===== src/rtl/regfile_defs.sv =====
// Register-code and handshake-state constants shared by the register-file writer and the bus read mux.
// Pure constants: no latency, no flow control.
// Code 0 selects nothing; codes 1..16 select r0..r15; 17..31 are invalid.
package regfile_defs;

    localparam logic [4:0] CODE_NONE = 5'd0;
    localparam logic [4:0] CODE_R0   = 5'd1;
    localparam logic [4:0] CODE_R1   = 5'd2;
    localparam logic [4:0] CODE_R2   = 5'd3;
    localparam logic [4:0] CODE_R3   = 5'd4;
    localparam logic [4:0] CODE_R4   = 5'd5;
    localparam logic [4:0] CODE_R5   = 5'd6;
    localparam logic [4:0] CODE_R6   = 5'd7;
    localparam logic [4:0] CODE_R7   = 5'd8;
    localparam logic [4:0] CODE_R8   = 5'd9;
    localparam logic [4:0] CODE_R9   = 5'd10;
    localparam logic [4:0] CODE_R10  = 5'd11;
    localparam logic [4:0] CODE_R11  = 5'd12;
    localparam logic [4:0] CODE_R12  = 5'd13;
    localparam logic [4:0] CODE_R13  = 5'd14;
    localparam logic [4:0] CODE_R14  = 5'd15;
    localparam logic [4:0] CODE_R15  = 5'd16;
    localparam logic [4:0] CODE_MAX  = 5'd16;

    localparam logic [0:0] ST_IDLE = 1'b0;
    localparam logic [0:0] ST_ACK  = 1'b1;

endpackage


===== src/rtl/reg16_cell.sv =====
// Single register-file entry: loads d_i when ld_i is high, clears asynchronously on reset.
// Latency: one edge from load to q_o. No flow control.
module reg16_cell #(
    parameter int WIDTH = 16
) (
    input  logic             clk,
    input  logic             rst_n,
    input  logic             ld_i,
    input  logic [WIDTH-1:0] d_i,
    output logic [WIDTH-1:0] q_o
);

    logic [WIDTH-1:0] data_q;

    always_ff @(posedge clk or negedge rst_n) begin
        if (!rst_n) begin
            data_q <= '0;
        end else if (ld_i) begin
            data_q <= d_i;
        end
    end

    assign q_o = data_q;

endmodule


===== src/rtl/regfile_writer.sv =====
// Write side of the 16 x 16-bit register file: one bus capture per four-phase req/ack handshake.
// Latency: target register and wr_ack/err update on the edge that samples wr_req high in IDLE.
// Backpressure: new requests are taken only from IDLE; wr_req must drop before the next write.
module regfile_writer
    import regfile_defs::*;
#(
    parameter int WIDTH = 16,
    parameter int NREGS = 16
) (
    input  logic             clk,
    input  logic             rst_n,
    input  logic [4:0]       control,
    input  logic [WIDTH-1:0] bus,
    input  logic             wr_req,
    output logic             wr_ack,
    output logic             err,
    input  logic             clr_flags,
    output logic [NREGS-1:0] written,
    output logic [WIDTH-1:0] r0,
    output logic [WIDTH-1:0] r1,
    output logic [WIDTH-1:0] r2,
    output logic [WIDTH-1:0] r3,
    output logic [WIDTH-1:0] r4,
    output logic [WIDTH-1:0] r5,
    output logic [WIDTH-1:0] r6,
    output logic [WIDTH-1:0] r7,
    output logic [WIDTH-1:0] r8,
    output logic [WIDTH-1:0] r9,
    output logic [WIDTH-1:0] r10,
    output logic [WIDTH-1:0] r11,
    output logic [WIDTH-1:0] r12,
    output logic [WIDTH-1:0] r13,
    output logic [WIDTH-1:0] r14,
    output logic [WIDTH-1:0] r15
);

    logic [0:0]       state_q, state_d;
    logic             wr_ack_q, wr_ack_d;
    logic             err_q, err_d;
    logic [NREGS-1:0] written_q, written_d;
    logic [NREGS-1:0] sel;
    logic [NREGS-1:0] ld;
    logic             accept;
    logic             code_vld;
    logic [WIDTH-1:0] reg_q [NREGS];

    // One-hot decode of the code; codes 0 and 17..31 leave every bit low.
    for (genvar g = 0; g < NREGS; g++) begin : g_dec
        assign sel[g] = (control == 5'(g + 1));
    end

    assign code_vld = |sel;
    assign accept   = (state_q == ST_IDLE) && wr_req;
    assign ld       = accept ? sel : '0;

    always_comb begin
        state_d   = state_q;
        wr_ack_d  = wr_ack_q;
        err_d     = err_q;
        written_d = clr_flags ? '0 : written_q;
        written_d = written_d | ld;
        if (state_q == ST_IDLE) begin
            if (wr_req) begin
                state_d  = ST_ACK;
                wr_ack_d = 1'b1;
                err_d    = !code_vld;
            end
        end else if (!wr_req) begin
            state_d  = ST_IDLE;
            wr_ack_d = 1'b0;
            err_d    = 1'b0;
        end
    end

    always_ff @(posedge clk or negedge rst_n) begin
        if (!rst_n) begin
            state_q   <= ST_IDLE;
            wr_ack_q  <= 1'b0;
            err_q     <= 1'b0;
            written_q <= '0;
        end else begin
            state_q   <= state_d;
            wr_ack_q  <= wr_ack_d;
            err_q     <= err_d;
            written_q <= written_d;
        end
    end

    for (genvar g = 0; g < NREGS; g++) begin : g_cell
        reg16_cell #(.WIDTH(WIDTH)) u_cell (
            .clk   (clk),
            .rst_n (rst_n),
            .ld_i  (ld[g]),
            .d_i   (bus),
            .q_o   (reg_q[g])
        );
    end

    assign wr_ack  = wr_ack_q;
    assign err     = err_q;
    assign written = written_q;

    assign r0  = reg_q[0];
    assign r1  = reg_q[1];
    assign r2  = reg_q[2];
    assign r3  = reg_q[3];
    assign r4  = reg_q[4];
    assign r5  = reg_q[5];
    assign r6  = reg_q[6];
    assign r7  = reg_q[7];
    assign r8  = reg_q[8];
    assign r9  = reg_q[9];
    assign r10 = reg_q[10];
    assign r11 = reg_q[11];
    assign r12 = reg_q[12];
    assign r13 = reg_q[13];
    assign r14 = reg_q[14];
    assign r15 = reg_q[15];

endmodule


===== config.mk =====
export PLATFORM = sky130hd
export DESIGN_NAME = regfile_writer
export DESIGN_NICKNAME = d
export VERILOG_FILES = /design/src/rtl/regfile_defs.sv /design/src/rtl/reg16_cell.sv /design/src/rtl/regfile_writer.sv
export SDC_FILE = /design/constraint.sdc
export NUM_CORES = 1
export LEC_CHECK = 0
export ABC_AREA = 1
export CAP_MARGIN = 10
export CORE_MARGIN = 2
export CORE_UTILIZATION = 31
export DETAILED_ROUTE_END_ITERATION = 16
export MAX_ROUTING_LAYER = met4
export PLACE_DENSITY = 0.64
export SLEW_MARGIN = 20
export SYNTH_ARGS = -nofsm -noshare
export SYNTH_HDL_FRONTEND = slang
export SYNTH_SLANG_ARGS = --single-unit

===== constraint.sdc =====
create_clock -name clk -period 2.2 [get_ports clk]
set_clock_uncertainty 0.1 [all_clocks]
set_input_delay 0.22 -clock clk [delete_from_list [all_inputs] [get_ports clk]]
set_output_delay 0.22 -clock clk [all_outputs]
set_load 0.005 [all_outputs]

==> out/results.ini, run 1 <==
[detailed_routing]
met1_length_mm = 13.5
vias = 7966
routed_via_density = 4.70
met2_length_mm = 15.7
drt_wl_total_mm = 31.9
drc_errors = 0
ant_nets = 0
dr_wl_met3_mm = 1.62
wl_per_cell_um = 18.8
drt_iter0_markers = 466
highest_layer = met4
drtPass1Iterations = 5

[final_layout]
finalNonFillerCells = 1695
antenna_cells = 0
drive_above_1_share = 0.0665
area_growth_pct = 48.3
fill_cells = 2928
layout.nets = 1296
design_area_um2 = 14700
layout_commonest_cell = clkdlybuf4s50_1
layout_common_cells = clkdlybuf4s50_1, nand2_1, dfrtp_1

[setup_path]
worstReg2RegStart = state_q$_DFF_PN0_
crit_family = buffers and inverters
worstPathRequired_ps = 1880
setup.worst_path.class = reg -> out
reg2reg_depth = 7
cp.arrival_ps = 1480
slowest_stage = clkdlybuf4s50_1
r2r_end = g_cell[8].u_cell.q_o[15]$_DFFE_PN0P_
worst_setup_path_end_kind = output port
worstPathMaxFanout = 2
path_buf_inv = 1
cp-start-kind = flop
r2r_slack_ps = 480
critPathMaxStageDelay_ps = 540
path_cells = clkdlybuf4s50_1

[global_routing]
grt_max_degree = 59
antenna_found_initial = 0
grt_pass1_vias = 7837
grt_use_total = 0.197
grt-ovfl-total = 0
grt_pass1_wl_mm = 48.7

[sta]
drv_slew = 0
worst_slew_pin_slew_ps = 808
rsz0062_at_grt = false
hold_violations = 0
hold_slack_ps = 81.5
finalSetupViolations = 0
max_freq_ghz = 0.554
slew_headroom = 0.461
fin_tns_setup_ps = 0
period_minus_slack_ps = 1800
fin_crit_sh = 0.820

[placement]
hpwlAfterDp_mm = 21.4
place_congestion = 0.846
dpl_cell_area_um2 = 13600
port_buffers = 298
dpl.cell_count = 1638

[die]
initial_core_util = 0.314
row_count = 65
die_w_um = 183
dieArea_um2 = 33300
die_y_um = 183
io_pins = 299
core_area_um2 = 31500

[clock_tree]
h-tree-depth = 1
tritoncts = yes
cts-root-buf = clkbuf_16
cts-buffers-inserted = 31
ctsLongestPathBuffers = 3
cts_num_sinks = 275
clk_pin_slew_ps = 60
post_cts_buffers = 0
worstSkewPairLatency_ps = 530

[yosys]
synth.avg_cell_area_um2 = 10.2
synth.distinct_cells = 13
syn_inst = 970
synth-warning-count = 0
synth_area_um2 = 9880
ys_ff_latch = 275
seq_area_frac_synth = 0.697
synth_nets = 996

[power_and_ir_drop]
peakVddDrop_v = 0.000492
power.density_nw_per_um2 = 915
p_leak_nw = 6.61

[run]
maxCapViolations = 0

[min_path]
hold_depth = 1
min_from = wr_req
worstHoldEndpoint = state_q$_DFF_PN0_
hp-class = in -> reg

[outcome]
outcome = completed

kinds of logic after synthesis:
group	count (synthesis)	synth area share
flip-flops	275	0.697
adder cells (fa/ha/maj)	1	0.00127
buffers and inverters	112	0.0433
AND/OR/NAND/NOR	308	0.120
AO/OA/AOI/OAI	274	0.139
worst max-delay path by stage:
stage,start,to,slack [ps],depth (start not counted)
floorplan,state_q$_DFF_PN0_,g_cell[2].u_cell.q_o[10]$_DFFE_PN0P_,590,8
global placement,wr_req,g_cell[8].u_cell.q_o[14]$_DFFE_PN0P_,230,7
detailed placement,wr_req,g_cell[8].u_cell.q_o[14]$_DFFE_PN0P_,210,7
CTS,g_cell[8].u_cell.q_o[0]$_DFFE_PN0P_,r8[0],360,1
global route,state_q$_DFF_PN0_,g_cell[8].u_cell.q_o[14]$_DFFE_PN0P_,310,7
finish,g_cell[8].u_cell.q_o[0]$_DFFE_PN0P_,r8[0],400,1
cell usage after synthesis, drive strengths merged:
master | number | share of area
inv | 45 | 0.017
nor2 | 17 | 0.0067
clkbuf | 62 | 0.024
dfrtp | 275 | 0.70
ha | 1 | 0.0013
nand4 | 5 | 0.0032
buf | 5 | 0.0025
o21ai | 274 | 0.14
nand3 | 11 | 0.0056
nand2 | 275 | 0.10
sequential cells by signal, indices dropped and copies added (netlist names):
| register | cells |
|---|---|
| err | 1 |
| wr_ack | 1 |
| state_q | 1 |
| g_cell.u_cell.q_o | 256 |
| written | 16 |
report_power, final:
part,internal (mW),leakage (nW),switching [mW],total (mW)
Sequential,5.67,3.68,0.351,6.02
Combinational,1.33,2.43,0.937,2.27
Clock,3.09,0.501,2.03,5.12
Total,10.1,6.61,3.32,13.4
cell type report:
class | instances | area (um^2) | share of cell area
sequential | 275 | 6880 | 0.470
timing repair buffer | 334 | 3510 | 0.240
multi-input combinational | 583 | 2570 | 0.175
clock buffer | 47 | 916 | 0.0625
tap | 402 | 503 | 0.0343
inverter | 45 | 169 | 0.0115
clock inverter | 9 | 105 | 0.00717
repair_timing:
| item | CTS | global route |
|---|---|---|
| hold buffers | 1 | 0 |
| hold endpoints to repair | 253 | 0 |
| gates resized for setup | 0 | 0 |
routing by layer:
layer  track usage  vias up
met5             -        -
met4        0.0752        0
met3        0.0319       67
met2         0.317      268
met1         0.250     3882
li1              -     3749
through the flow:
stage | utilization | total power, mW | worst slack (ps)
after global routing | 0.466 | 14.0 | 306
after floorplan | - | 6.63 | 586
after global placement | 0.433 | 8.35 | 228
final | 0.466 | 13.4 | 396
after CTS | 0.466 | 13.6 | 364
after detailed placement | 0.433 | 8.39 | 208
(Power assumes the default switching activity.)
==> run 2, diff against run 1 <==
==> constraint.sdc (replaced) <==
create_clock -name clk -period 1.85 [get_ports clk]
set_clock_uncertainty 0.1 [all_clocks]
set_input_delay 0.185 -clock clk [delete_from_list [all_inputs] [get_ports clk]]
set_output_delay 0.185 -clock clk [all_outputs]
set_load 0.005 [all_outputs]
==> run 2 against run 1 <==
  * Sequential power increased by 19%
  * Register-to-register slack got worse by 270 ps
  * Cell count increased by 1.1%
  * Flip-flop and latch count unchanged
  * Combinational power increased by 20%
  * Power increased by 20%
  * Core utilization increased by 0.59 points
  * Critical endpoint is now r9[2]
  * Highest routed layer unchanged
==> out/results.ini, run 2 (synthesis results as in run 1) <==
[power_and_ir_drop]
clock_power_share = 0.383  ; was 0.382
peakVddDrop_v = 0.000614  ; was 0.000492 V
power.switching_mw = 3.96  ; was 3.32 mW
power.density_nw_per_um2 = 1080  ; was 915 nW/um^2
p_leak_nw = 6.72  ; was 6.61 nW
seqPwrFrac = 0.447  ; was 0.449
swShare = 0.247  ; was 0.248
combPwrFrac = 0.170  ; was 0.169
p_int_mw = 12.1  ; was 10.1 mW

[setup_path]
worstReg2RegStart = state_q$_DFF_PN0_  ; unchanged
critPathMaxStageDelay_ps = 590  ; was 540 ps
cp-start-kind = flop  ; unchanged
reg2reg_depth = 7  ; unchanged
slowest_stage = clkdlybuf4s50_1  ; unchanged
crit_family = buffers and inverters  ; unchanged
setup.worst_path.class = reg -> out  ; unchanged
worst_setup_path_end_kind = output port  ; unchanged
path_buf_inv = 1  ; unchanged
r2r_slack_ps = 210  ; was 480 ps
worstPathMaxFanout = 2  ; unchanged
cp.arrival_ps = 1500  ; was 1480 ps
worstPathRequired_ps = 1560  ; was 1880 ps
path_cells = clkdlybuf4s50_1  ; unchanged
r2r_end = g_cell[13].u_cell.q_o[0]$_DFFE_PN0P_  ; was g_cell[8].u_cell.q_o[15]$_DFFE_PN0P_

[detailed_routing]
ant_nets = 0  ; unchanged
routed_via_density = 4.64  ; was 4.70
drtPass1Iterations = 4  ; was 5
drc_errors = 0  ; unchanged
drt_iter0_markers = 494  ; was 466
met1_length_mm = 13.6  ; was 13.5 mm
drt_wl_total_mm = 32.0  ; was 31.9 mm
wl_per_cell_um = 18.7  ; was 18.8 um
met2_length_mm = 15.4  ; was 15.7 mm
vias = 7945  ; was 7966
highest_layer = met4  ; unchanged
dr_wl_met3_mm = 2.04  ; was 1.62 mm

[final_layout]
drive_above_1_share = 0.0801  ; was 0.0665
final_core_util = 0.471  ; was 0.466
layout_common_cells = clkdlybuf4s50_1, nand2_1, dfrtp_1  ; unchanged
finalNonFillerCells = 1713  ; was 1695
largest_reg_flops = 256  ; unchanged
area_growth_pct = 50.2  ; was 48.3%
layout_commonest_cell = clkdlybuf4s50_1  ; unchanged
fill_cells = 2942  ; was 2928
antenna_cells = 0  ; unchanged
layout.nets = 1314  ; was 1296

[clock_tree]
cts-buffers-inserted = 30  ; was 31
post_cts_buffers = 0  ; unchanged
ctsLongestPathBuffers = 3  ; unchanged
h-tree-depth = 1  ; unchanged
cts_num_sinks = 275  ; unchanged
tritoncts = yes  ; unchanged
cts-root-buf = clkbuf_16  ; unchanged
worstSkewPairLatency_ps = 550  ; was 530 ps
clk_pin_slew_ps = 60  ; about the same
cts_resized = 0  ; unchanged

[die]
core_area_um2 = 31500  ; unchanged
dieArea_um2 = 33300  ; unchanged
die_y_um = 183  ; unchanged
io_pins = 299  ; unchanged
row_count = 65  ; unchanged
die_w_um = 183  ; unchanged
initial_core_util = 0.314  ; unchanged

[min_path]
hp-class = in -> async  ; was in -> reg

[global_routing]
grt_pass1_vias = 7775  ; was 7837
grt_max_degree = 66  ; was 59
antenna_found_initial = 0  ; unchanged
grt_pass1_wl_mm = 48.5  ; was 48.7 mm
grt_use_total = 0.196  ; was 0.197
grt-ovfl-total = 0  ; unchanged

[sta]
finalSetupViolations = 0  ; unchanged
slew_headroom = 0.450  ; was 0.461
fin_crit_sh = 0.962
max_freq_ghz = 0.562
fin_tns_setup_ps = 0  ; unchanged
worst_slew_pin_slew_ps = 824  ; was 808 ps
drv_slew = 0  ; unchanged
hold_violations = 0  ; unchanged
period_minus_slack_ps = 1780
rsz0062_at_grt = false  ; unchanged

[placement]
dpl.cell_count = 1656  ; was 1638
port_buffers = 298  ; unchanged
place_congestion = 0.841  ; was 0.846
hpwlAfterDp_mm = 21.8  ; was 21.4 mm

[outcome]
outcome = completed  ; unchanged

[run]
maxCapViolations = 0  ; unchanged

-- run 2: cell types whose count changed in the layout (fill, tap and decap cells not counted) --
cell	change
buf_12	+3
buf_4	+15
bufinv_16	+1
clkbuf_1	-2
clkbuf_8	-2
clkinv_2	+2
clkinv_4	-2
clkinvlp_4	+2
dlygate4sd3_1	+1
-- run 2: power by group through the flow --
stage / clock network (mW) / registers [mW] / logic (mW)
floorplan: 0 / 7.28 / 0.602
global placement: 0 / 7.23 / 2.72
detailed placement: 0 / 7.25 / 2.76
CTS: 6.29 / 7.16 / 2.78
global route: 6.56 / 7.25 / 2.98
finish: 6.14 / 7.16 / 2.73
-- run 2: worst max path at each step --
stage	from	slack [ps]	depth (start not counted)	to
2_1_floorplan	state_q$_DFF_PN0_	240	8	g_cell[2].u_cell.q_o[10]$_DFFE_PN0P_
3_3_place_gp	wr_req	-10	7	g_cell[0].u_cell.q_o[14]$_DFFE_PN0P_
3_5_place_dp	control[0]	-70	9	g_cell[9].u_cell.q_o[0]$_DFFE_PN0P_
4_1_cts	g_cell[9].u_cell.q_o[2]$_DFFE_PN0P_	50	1	r9[2]
5_1_grt	g_cell[9].u_cell.q_o[2]$_DFFE_PN0P_	30	1	r9[2]
6_report	g_cell[9].u_cell.q_o[2]$_DFFE_PN0P_	70	1	r9[2]
-- run 2: per-layer routing --
metal	GRT usage	vias up
met5	-	-
met4	0.0642	0
met3	0.0391	67
met2	0.318	236
met1	0.248	3863
li1	-	3779
-- run 2: what timing repair did --
action | 4_1_cts | 5_1_grt
endpoints found under the setup margin | 0 | 0
endpoints found under the hold margin | 276 | 0
hold buffers | 2 | 0
-- run 2: cell type report --
| class | instances | area (um^2) | share of cell area |
|---|---|---|---|
| multi-input combinational | 583 | 2570 | 0.173 |
| clock buffer | 43 | 881 | 0.0594 |
| sequential | 275 | 6880 | 0.464 |
| inverter | 45 | 169 | 0.0114 |
| timing repair buffer | 353 | 3690 | 0.249 |
| clock inverter | 12 | 143 | 0.00961 |
| tap | 402 | 503 | 0.0339 |
-- run 2: metrics by stage --
stage | hold WS (ps) | instance area (um^2) | power [mW] | worst slack, ps
2_1_floorplan | -211 | 9880 | 7.88 | 236
3_3_place_gp | 93.8 | 13800 | 9.96 | -14.2
3_5_place_dp | 90.4 | 13800 | 10.0 | -66.8
4_1_cts | 98.2 | 14800 | 16.2 | 45.3
5_1_grt | 125 | 14800 | 16.8 | 26.1
6_report | 99.9 | 14800 | 16.0 | 70.0
